===== config.mk =====
export PLATFORM = sky130hd
export DESIGN_NAME = dr_ald_pipe
export DESIGN_NICKNAME = d
export VERILOG_FILES = /design/src/rtl/dr_alm_pkg.sv /design/src/rtl/lod_enc.sv /design/src/rtl/dr_ald_pipe.sv
export SDC_FILE = /design/constraint.sdc
export NUM_CORES = 1
export LEC_CHECK = 0
export ABC_AREA = 1
export BUFFER_PORTS_ARGS = -buffer_cell sky130_fd_sc_hd__buf_2
export CORE_MARGIN = 3
export CORE_UTILIZATION = 52
export CTS_CLUSTER_SIZE = 14
export DETAILED_ROUTE_END_ITERATION = 10
export GPL_TIMING_DRIVEN = 0
export PLACE_DENSITY = 0.77
export SETUP_SLACK_MARGIN = 0.15
export SLEW_MARGIN = 20
export SYNTH_ARGS = -nofsm -noshare
export SYNTH_HDL_FRONTEND = slang
export SYNTH_SLANG_ARGS = --single-unit

===== constraint.sdc =====
create_clock -name i_clk -period 4.35 [get_ports i_clk]
set_input_delay 0.6525 -clock i_clk [delete_from_list [all_inputs] [get_ports i_clk]]
set_output_delay 0.6525 -clock i_clk [all_outputs]
set_load 0.005 [all_outputs]

===== src/rtl/dr_alm_pkg.sv =====
// Shared package for the dynamic-range approximate log multiplier/divider
// datapath: default widths, the signed exponent type and the stage payloads
// that carry an operation between pipeline registers.
// Payload fields are sized from the package defaults. A module that narrows
// DWIDTH zero-extends into these fields.
package dr_alm_pkg;

    localparam int DR_DWIDTH      = 16;
    localparam int DR_TRUNC_WIDTH = 6;
    localparam int DR_FRAC_W      = 8;

    // Exponent difference spans -DWIDTH..DWIDTH-1, plus headroom for the borrow
    localparam int DR_EXP_W = $clog2(DR_DWIDTH) + 2;

    typedef logic signed [DR_EXP_W-1:0] exp_t;

    // Capture stage -> log/subtract stage
    typedef struct packed {
        logic                   sign_q;
        logic                   za;
        logic                   zb;
        logic [DR_DWIDTH-1:0]   abs_a;
        logic [DR_DWIDTH-1:0]   abs_b;
    } s1_payload_t;

    // Log/subtract stage -> antilog stage
    typedef struct packed {
        logic                       sign_q;
        logic                       za;
        logic                       zb;
        exp_t                       e;
        logic [DR_TRUNC_WIDTH-1:0]  frac;
    } s2_payload_t;

endpackage


===== src/rtl/lod_enc.sv =====
// Parameterised leading-one detector: position of the highest set bit and a
// flag for an all-zero input (position reads 0 in that case). Shared between
// the log divider and the log multiplier.
module lod_enc #(
    parameter int W  = 16,
    parameter int PW = (W > 1) ? $clog2(W) : 1
) (
    input  logic [W-1:0]  val,
    output logic [PW-1:0] pos,
    output logic          zero
);

    // Scan from bit 0 upward so the highest set bit is the last one to win
    always_comb begin
        pos = {PW{1'b0}};
        for (int i = 0; i < W; i++) begin
            pos = val[i] ? PW'(i) : pos;
        end
        zero = (val == {W{1'b0}});
    end

endmodule


===== src/rtl/dr_ald_pipe.sv =====
// Three-stage signed dynamic-range approximate logarithmic divider.
//   S1: sign, exact magnitudes, zero flags
//   S2: leading-one detection, truncated mantissas, log-domain subtraction
//   S3: Mitchell antilog shift, sign application, zero / divide-by-zero
// Valid/ready stream with full backpressure; bubbles collapse.
// Build option DR_ALD_DIVZERO_SAT_EN: a zero divisor saturates the quotient
// to +/-(2^(DWIDTH+FRAC_W)-1) instead of returning zero.
module dr_ald_pipe
    import dr_alm_pkg::*;
#(
    parameter int DWIDTH      = DR_DWIDTH,
    parameter int TRUNC_WIDTH = DR_TRUNC_WIDTH,
    parameter int FRAC_W      = DR_FRAC_W
) (
    input  logic                    i_clk,
    input  logic                    i_rst_n,
    input  logic                    i_valid,
    output logic                    o_ready,
    input  logic [DWIDTH-1:0]       i_a,
    input  logic [DWIDTH-1:0]       i_b,
    output logic                    o_valid,
    input  logic                    i_ready,
    output logic [DWIDTH+FRAC_W:0]  o_q,
    output logic                    o_dz
);

    localparam int QW    = DWIDTH + 1 + FRAC_W;
    localparam int MAG_W = DWIDTH + FRAC_W;
    localparam int KW    = $clog2(DWIDTH);
    localparam int TM1   = TRUNC_WIDTH - 1;
    localparam int SW    = DR_EXP_W + 4;

    localparam logic signed [SW-1:0] S_OFF    = SW'(FRAC_W - TRUNC_WIDTH);
    localparam exp_t                 EXP_ONE  = exp_t'(1'b1);
    localparam logic [DWIDTH-1:0]    ONE_D    = {{(DWIDTH-1){1'b0}}, 1'b1};
    localparam logic [QW-1:0]        SAT_POS  = {1'b0, {MAG_W{1'b1}}};

    // Pipeline control
    logic v1_r, v2_r, v3_r;
    logic adv1_s, adv2_s, adv3_s;

    // Stage payloads
    s1_payload_t s1_next_s, s1_r;
    s2_payload_t s2_next_s, s2_r;

    // S2 working signals
    logic [DWIDTH-1:0]      abs_a_s, abs_b_s;
    logic [KW-1:0]          ka_s, kb_s;
    logic                   lz_a_s, lz_b_s;
    logic [TRUNC_WIDTH-1:0] xa_s, xb_s;
    logic [TRUNC_WIDTH:0]   fdiff_s;

    // S3 working signals
    logic [TRUNC_WIDTH:0]   m_s;
    logic [MAG_W-1:0]       ext_s, mag_s;
    logic signed [SW-1:0]   shift_s;
    logic [QW-1:0]          qmag_s, q_next_s, q_r;
    logic                   dz_next_s, dz_r;

    // Advance conditions; o_ready is combinational from i_ready through this chain
    always_comb begin
        adv3_s = !v3_r | i_ready;
        adv2_s = !v2_r | !v3_r | i_ready;
        adv1_s = !v1_r | !v2_r | adv2_s;
    end

    assign o_ready = !v1_r | adv1_s;
    assign o_valid = v3_r;
    assign o_q     = q_r;
    assign o_dz    = dz_r;

    // S1 capture: quotient sign, exact magnitudes (most negative maps to 2^(DWIDTH-1)), zero flags
    always_comb begin
        s1_next_s        = '0;
        s1_next_s.sign_q = i_a[DWIDTH-1] ^ i_b[DWIDTH-1];
        s1_next_s.za     = (i_a == {DWIDTH{1'b0}});
        s1_next_s.zb     = (i_b == {DWIDTH{1'b0}});
        if (i_a[DWIDTH-1]) begin
            s1_next_s.abs_a = DR_DWIDTH'(~i_a + ONE_D);
        end else begin
            s1_next_s.abs_a = DR_DWIDTH'(i_a);
        end
        if (i_b[DWIDTH-1]) begin
            s1_next_s.abs_b = DR_DWIDTH'(~i_b + ONE_D);
        end else begin
            s1_next_s.abs_b = DR_DWIDTH'(i_b);
        end
    end

    assign abs_a_s = DWIDTH'(s1_r.abs_a);
    assign abs_b_s = DWIDTH'(s1_r.abs_b);

    lod_enc #(
        .W  (DWIDTH),
        .PW (KW)
    ) u_lod_a (
        .val  (abs_a_s),
        .pos  (ka_s),
        .zero (lz_a_s)
    );

    lod_enc #(
        .W  (DWIDTH),
        .PW (KW)
    ) u_lod_b (
        .val  (abs_b_s),
        .pos  (kb_s),
        .zero (lz_b_s)
    );

    // S2 log conversion: normalise so the leading one sits at the MSB, keep the
    // t-1 bits beneath it, append a 1, then subtract with borrow into the exponent
    always_comb begin
        s2_next_s = '0;
        xa_s = {TM1'((abs_a_s << (KW'(DWIDTH - 1) - ka_s)) >> (DWIDTH - TRUNC_WIDTH)), 1'b1};
        xb_s = {TM1'((abs_b_s << (KW'(DWIDTH - 1) - kb_s)) >> (DWIDTH - TRUNC_WIDTH)), 1'b1};
        // Modulo-2^t difference already equals xa-xb+2^t when a borrow occurs
        fdiff_s = {1'b0, xa_s} - {1'b0, xb_s};
        s2_next_s.sign_q = s1_r.sign_q;
        // The detector's zero flag and the captured flag agree; either suffices
        s2_next_s.za     = s1_r.za | lz_a_s;
        s2_next_s.zb     = s1_r.zb | lz_b_s;
        s2_next_s.frac   = DR_TRUNC_WIDTH'(fdiff_s[TRUNC_WIDTH-1:0]);
        if (fdiff_s[TRUNC_WIDTH]) begin
            s2_next_s.e = exp_t'(ka_s) - exp_t'(kb_s) - EXP_ONE;
        end else begin
            s2_next_s.e = exp_t'(ka_s) - exp_t'(kb_s);
        end
    end

    // S3 antilog: m = 1.frac scaled by 2^(e+FRAC_W-t), then sign and zero overrides
    always_comb begin
        m_s     = {1'b1, TRUNC_WIDTH'(s2_r.frac)};
        ext_s   = MAG_W'(m_s);
        shift_s = SW'($signed(s2_r.e)) + S_OFF;
        if (!shift_s[SW-1]) begin
            mag_s = ext_s << shift_s;
        end else begin
            mag_s = ext_s >> (-shift_s);
        end
        qmag_s = QW'(mag_s);

        if (s2_r.zb) begin
            dz_next_s = 1'b1;
`ifdef DR_ALD_DIVZERO_SAT_EN
            // With b == 0 the quotient sign reduces to the sign of a; a == 0 is positive
            if (s2_r.sign_q) begin
                q_next_s = -SAT_POS;
            end else begin
                q_next_s = SAT_POS;
            end
`else
            q_next_s = {QW{1'b0}};
`endif
        end else if (s2_r.za) begin
            dz_next_s = 1'b0;
            q_next_s  = {QW{1'b0}};
        end else begin
            dz_next_s = 1'b0;
            if (s2_r.sign_q) begin
                q_next_s = -qmag_s;
            end else begin
                q_next_s = qmag_s;
            end
        end
    end

    // Stage valid bits; reset discards everything in flight
    always_ff @(posedge i_clk) begin
        if (!i_rst_n) begin
            v1_r <= 1'b0;
            v2_r <= 1'b0;
            v3_r <= 1'b0;
        end else begin
            if (adv1_s) v1_r <= i_valid;
            if (adv2_s) v2_r <= v1_r;
            if (adv3_s) v3_r <= v2_r;
        end
    end

    // Stage payload registers, each loaded only when its stage advances
    always_ff @(posedge i_clk) begin
        if (!i_rst_n) begin
            s1_r <= '0;
            s2_r <= '0;
        end else begin
            if (adv1_s) s1_r <= s1_next_s;
            if (adv2_s) s2_r <= s2_next_s;
        end
    end

    // Output register: holds while stalled, reads zero when a bubble moves in
    always_ff @(posedge i_clk) begin
        if (!i_rst_n) begin
            q_r  <= {QW{1'b0}};
            dz_r <= 1'b0;
        end else if (adv3_s) begin
            if (v2_r) begin
                q_r  <= q_next_s;
                dz_r <= dz_next_s;
            end else begin
                q_r  <= {QW{1'b0}};
                dz_r <= 1'b0;
            end
        end
    end

endmodule


# After elaboration in Yosys (flattened, before gate mapping)
# Index checks and enable logic that the tools add are counted.
# word_totals
mem_bits_ro	0
wordCells	87
memories	0
ramBits	0
out_inout_bits	28
in_bits	36
reg_bits	79
latch_bits	0
# classes
mux	40
n_reduce_logical	7
n_shift	4
n_bitwise	11
order_cmp	0
div_mod_pow	0
mul	0
add_sub_neg	10
eq_ne	0
# ops
cell	count
$mux W4	28
$mux W25	4
$logic_not A16 Y1	4
$add A16 B1 Y16 const B	2
$mux W16	2
$not A16 Y16	2
$shl A16 B4 Y15	2
$neg A24 Y25	1
$mux W24	1
$shl A7 B10 Y24	1
$shr A7 B10 Y24	1
$neg A7 Y10	1
$or A1 B1 Y1	8
$sub A4 B4 Y4 const A	2
$add A6 B3 Y7 const B	1
$sub A6 B6 Y7	1
$mux W6	1
$sub A6 B2 Y6 const B	1
$sub A4 B4 Y5	1
$mux W1	4
$logic_not A1 Y1	3
$xor A1 B1 Y1	1

# Depth between registers and ports, before layout
# depth
word_depth	19
ltp_mapped	30
mapped_depth_nobuf	29

# Modules after synthesis
# Synthesis repeated with hierarchy kept, for this count alone.
# hier_totals
hier_cells	1108
area_unflattened_um2	6677.7
# by_module_without_submodules
module	cells_each	area_each_um2	instances	seq_area_each_um2
dr_ald_pipe	1020	6314.8	1	1561.5
lod_enc	44	181.4	2	0.0

# Worst setup path after synthesis
# No wires, ideal clock.
# synth_path
path_type	reg2reg
start	reg s1_r, in the netlist abs_b_s[3]
end	reg s2_r[10] (netlist bit)
required_ps	4234
setup_time_ps	116
path_stages_with_launch	27
synth_period_minus_slack_ps	3580
path_slack_ps	770
n_path_buf	1
t_arrival_ps	3464
path_cell_list	dfxtp_1 -> inv_1 -> nand2_1 -> nand3_1 -> nand3_1 -> nand3_1 -> nand3_1 -> inv_1 -> o31ai_1 -> inv_1 -> buf_2 -> o211ai_1 -> o2111ai_1 -> o21ai_0 -> inv_1 -> ha_1 -> nand2_1 -> o211a_1 -> o21bai_1 -> a21oi_1 -> inv_1 -> nor3_1 -> nand2_1 -> xor2_1 -> nand2_1 -> o211ai_1 -> inv_1
# synth_between
elab_chain_len	17
elab_cells_between_ends	19
cone_classes	add/sub (4); shift (1); mux (14)
# synth_lines
element	line_no	text
from (decl)	dr_ald_pipe.sv:43	s1_payload_t s1_next_s, s1_r;
from (signal assigned)	dr_ald_pipe.sv:187	if (adv1_s) s1_r <= s1_next_s;
$mux W4 (13 in a row)	lod_enc.sv:17	pos = val[i] ? PW'(i) : pos;
$sub A4 B4 Y4	dr_ald_pipe.sv:116	xb_s = {TM1'((abs_b_s << (KW'(DWIDTH - 1) - kb_s)) >> (DWIDTH - TRUNC_WIDTH)), 1'b1};
$shl A16 B4 Y15	dr_ald_pipe.sv:116	
$sub A6 B6 Y7	dr_ald_pipe.sv:118	fdiff_s = {1'b0, xa_s} - {1'b0, xb_s};
$mux W6 *	dr_ald_pipe.sv:124	if (fdiff_s[TRUNC_WIDTH]) begin
to (signal assigned)	dr_ald_pipe.sv:188	if (adv2_s) s2_r <= s2_next_s;
to (decl)	dr_ald_pipe.sv:44	s2_payload_t s2_next_s, s2_r;
# Every way passes the cells marked *; elsewhere a longest branch is shown, timed or not.
# A chain may end at the register's enable or synchronous reset.

# Worst setup path after layout
# layout_path
start	reg s1_r, in the netlist abs_b_s[15]
end	reg s2_r[9] (netlist bit)
# layout_between
elab_chain_len	5
elab_cells_between_ends	7
cone_classes	add/sub (4); shift (1); mux (2)
# layout_lines
element	line_no
$mux W4	lod_enc.sv:17
$sub A4 B4 Y4	dr_ald_pipe.sv:116
$shl A16 B4 Y15	dr_ald_pipe.sv:116
$sub A6 B6 Y7	dr_ald_pipe.sv:118
$mux W6 *	dr_ald_pipe.sv:124
# Marks and branches as above.

==> impl_metrics.yaml <==
drt:
  routed_via_density: 5.545
  final_routed_wirelength_across_all_metal_layers_um: 18540
  detailroute.via_count: 7380
  ant_nets: 0
  drt_pre_antenna_iters: 8
  drcViolationCount: 0
  post_drt_wl_per_cell_um: 13.93
  drt_first_iter_violations: 519
timing:
  fin_worst_skew_ns: 0.007618
  slew_viol_final: 0
  fin_hold_ws_ns: 0.4594
  grt_setup_unrepaired: "true"
  setup_viol_count_final: 0
  fin_crit_sh: 0.9070
  timing.final.hold_violations: 0
  max_slew.worst_pin.slew_ns: 0.9177
  finalSetupTns_ns: 0
  period_needed_ns: 3.945
  slew-limit-headroom: 0.3831
  finalWorstSetupSlack_ns: 0.4047
  fmax_mhz: 253.5
critical_path:
  criticalPathCategory: "reg -> reg"
  r2r.worst_path.cells: 18
  required_ns: 4.59
  timing.critical_path.to_type: "register"
  critical_path.reg2reg.startpoint: "abs_b_s[15]"
  timing.critical_path.fanout_max: 8
  timing.critical_path.arrival_ns: 4.19
  cp-start-kind: "register"
  setup.worst_path.start: "abs_b_s[15]"
pwr:
  vdd_ir_drop_max_mv: 0.2219
  p_leak_nw: 3.617
  power_density_nw_per_um2: 537.8
global_route:
  grt.overflow.total: 0
  grt_antenna_before_repair: 0
  grt_util_all_layers: 0.2716
  grt_pass1_wl_um: 31550
  maximum_number_of_pins_on_one_net_before_global_route_repair: 15
  first_global_vias: 6835
clock_network:
  htreeDepth: 3
  tritoncts.num_buffers: 9
  cts_buffer_depth: 2
  clock_sinks: 78
  clk_transition_reported_paths_ns: 0.06
  tritoncts: "done"
  cts_root_buffer: "sky130_fd_sc_hd__clkbuf_16"
  clock_latency_ns: 0.36
finish:
  n_antenna_cell: 0
  post-route-cell-area_um2: 7427
  post_route_cells_drive_above_1_share: 0.1212
  layout.filler_cells: 1256
  post_route_insts_no_fill: 1331
  nets: 1212
  synthesis_to_finish_area_growth_pct: 13.52
floorplanning:
  effective_utilization_at_floorplan: 0.5380
  die_h_um: 118.2
  floorplan.rows: 40
  coreArea_um2: 12160
  die_width_um: 118.2
  die_area_um2: 13960
  pin_count: 64
flow_run:
  maxCapViolations: 0
synth:
  ys_types: 50
  area_fraction_in_compound_gates_after_synthesis: 0.2172
  post_synth_fa_ha_maj_area_fraction: 0.03672
  area_share_of_xor_xnor_cells_in_the_synthesized_design: 0.02276
  synth-async-reset-ratio: 0
  synth.mux.area_fraction: 0.004590
  flip_flop_cell_with_the_highest_count_after_synthesis: "sky130_fd_sc_hd__dfxtp_1"
  synth_simple_gate_area_frac: 0.3670
  mapped_cells: 1084
  post_synth_instance_area_um2: 6543
  post_synth.cell_area_avg_um2: 6.036
  yosysSeqAreaShare: 0.2387
  synth-seq-cells: 78
  edff_count_synth: 0
  ys.warnings.count: 0
  main_combinational_cell_family_by_area_after_synthesis: "simple AND/OR/NAND/NOR gates"
  post_syn_nets: 1138
place:
  detailed_place.area_um2: 7064
  placed_cells: 1313
  number_of_port_buffers: 61
  gpl.final_weighted_congestion: 0.9683
  dp_hpwl_um: 14570
  dp_worst_setup_slack_ns: 0.08869
min_path:
  hold_depth: 2
  hold_path_startpoint: "o_q[2]"
  worst_hold_path_type: "reg -> reg"
run_status:
  result_of_the_run: "completed"
## per-layer routing
| metal | up-vias | GRT usage | share of wire |
|---|---|---|---|
| met4 | 0 | 0.1128 | 0.029 |
| met1 | 3287 | 0.3315 | 0.44 |
| met2 | 267 | 0.4712 | 0.47 |
| li1 | 3786 | - | - |
| met3 | 40 | 0.04689 | 0.061 |
| met5 | - | 0 | 0 |
## registers in the layout, indices dropped and copies added, names as in the netlist, 3 cells and up
register  cells
o_q          25
ext_s         5
abs_a_s      16
s1_r          3
abs_b_s      16
s2_r          9
## layout make-up
cell class	instances	area [µm²]	share of cell area
multi-input combinational	813	4280	0.5763
sequential	78	1563	0.2104
inverter	154	583.1	0.07850
timing repair buffer	63	320.3	0.04313
clock buffer	10	239.0	0.03218
tap	168	210.2	0.02830
buffer	39	163.9	0.02207
clock inverter	6	67.56	0.009097
## power by group
part	switching, W	internal (W)	leakage [nW]
Sequential	0.0000741	0.000792	0.641
Combinational	0.00157	0.000773	2.83
Clock	0.000320	0.000463	0.145
## critical path: stages, from the launching register on
cell and delay (ns):
sky130_fd_sc_hd__dfxtp_1 0.33, sky130_fd_sc_hd__nor2_1 0.29, sky130_fd_sc_hd__nand3_1 0.20, sky130_fd_sc_hd__a21oi_1 0.63
sky130_fd_sc_hd__inv_1 0.31, sky130_fd_sc_hd__o211ai_1 0.18, sky130_fd_sc_hd__o2111ai_1 0.14, sky130_fd_sc_hd__o21ai_0 0.12
sky130_fd_sc_hd__inv_1 0.07, sky130_fd_sc_hd__ha_1 0.35, sky130_fd_sc_hd__nand2_1 0.07, sky130_fd_sc_hd__o211a_1 0.23
sky130_fd_sc_hd__o21bai_1 0.20, sky130_fd_sc_hd__a21oi_2 0.09, sky130_fd_sc_hd__inv_1 0.13, sky130_fd_sc_hd__nor2_1 0.08
sky130_fd_sc_hd__and3_1 0.16, sky130_fd_sc_hd__o31ai_1 0.20, sky130_fd_sc_hd__inv_1 0.05
## per-stage QoR
stage | utilization | total power (W)
after floorplan | - | 0.002667
after global routing | 0.6107 | 0.004370
after detailed placement | 0.5809 | 0.003146
after CTS | 0.6065 | 0.003933
final | 0.6107 | 0.003995
after global placement | 0.5804 | 0.003117
## cells in the final DEF (no fill, tap or decap), types with 16 or more instances in the layout
cell type                  count
sky130_fd_sc_hd__nand2_1     271
sky130_fd_sc_hd__a21oi_1      78
sky130_fd_sc_hd__nor2_1       76
sky130_fd_sc_hd__nor3_1       26
sky130_fd_sc_hd__nand4_1      22
sky130_fd_sc_hd__o211ai_1     21
sky130_fd_sc_hd__ha_1         16
sky130_fd_sc_hd__clkbuf_1     27
sky130_fd_sc_hd__buf_2        67
sky130_fd_sc_hd__inv_1       149
sky130_fd_sc_hd__nand3_1      79
sky130_fd_sc_hd__o21ai_0      78
sky130_fd_sc_hd__o221ai_1     23
sky130_fd_sc_hd__dfxtp_1      77
## what timing repair did
item                                    4_1_cts  5_1_grt
hold endpoints to repair                      0        0
resized for setup                             1       29
buffers inserted                              0        2
pin swaps                                     0        1
hold buffers                                  0        0
endpoints found under the setup margin        1        7
## cell families after synthesis
group                      after synthesis
AOI/OAI and AO/OA                      241
xor gates and xnor gates                17
adders and majority gates               18
buffers and inverters                  193
DFF                                     78
muxes                                    3
and+or+nand+nor                        534
## synth_stat cells, types with 4 or more instances
cell type / count / area [µm²]
sky130_fd_sc_hd__nand4_1: 22 / 137.6
sky130_fd_sc_hd__nor2_2: 6 / 37.54
sky130_fd_sc_hd__o211ai_1: 21 / 157.7
sky130_fd_sc_hd__nor2_4: 7 / 78.83
sky130_fd_sc_hd__nor4_1: 10 / 62.56
sky130_fd_sc_hd__nand3_1: 79 / 395.4
sky130_fd_sc_hd__ha_1: 16 / 200.2
sky130_fd_sc_hd__nand2_2: 10 / 62.56
sky130_fd_sc_hd__a21oi_1: 79 / 395.4
sky130_fd_sc_hd__nand2_1: 273 / 1025
sky130_fd_sc_hd__buf_2: 5 / 25.02
sky130_fd_sc_hd__nor3_1: 27 / 135.1
sky130_fd_sc_hd__nand2_4: 4 / 45.04
sky130_fd_sc_hd__or2_2: 8 / 50.05
sky130_fd_sc_hd__o221ai_1: 23 / 201.4
sky130_fd_sc_hd__o21ai_0: 88 / 440.4
sky130_fd_sc_hd__xor2_1: 9 / 78.83
sky130_fd_sc_hd__dfxtp_1: 78 / 1562
sky130_fd_sc_hd__inv_1: 149 / 559.3
sky130_fd_sc_hd__nor2_1: 78 / 292.8
sky130_fd_sc_hd__nand3b_1: 4 / 30.03
sky130_fd_sc_hd__clkbuf_1: 31 / 116.4
sky130_fd_sc_hd__xnor2_1: 8 / 70.07
## worst paths after layout
path,end,slack [ns]
hold reg to reg,o_q[2],0.46
setup reg to reg,s2_r[9],0.40
hold / removal,o_q[2],0.46
setup / recovery,s2_r[9],0.40
Power figures use the tool's default switching activity.
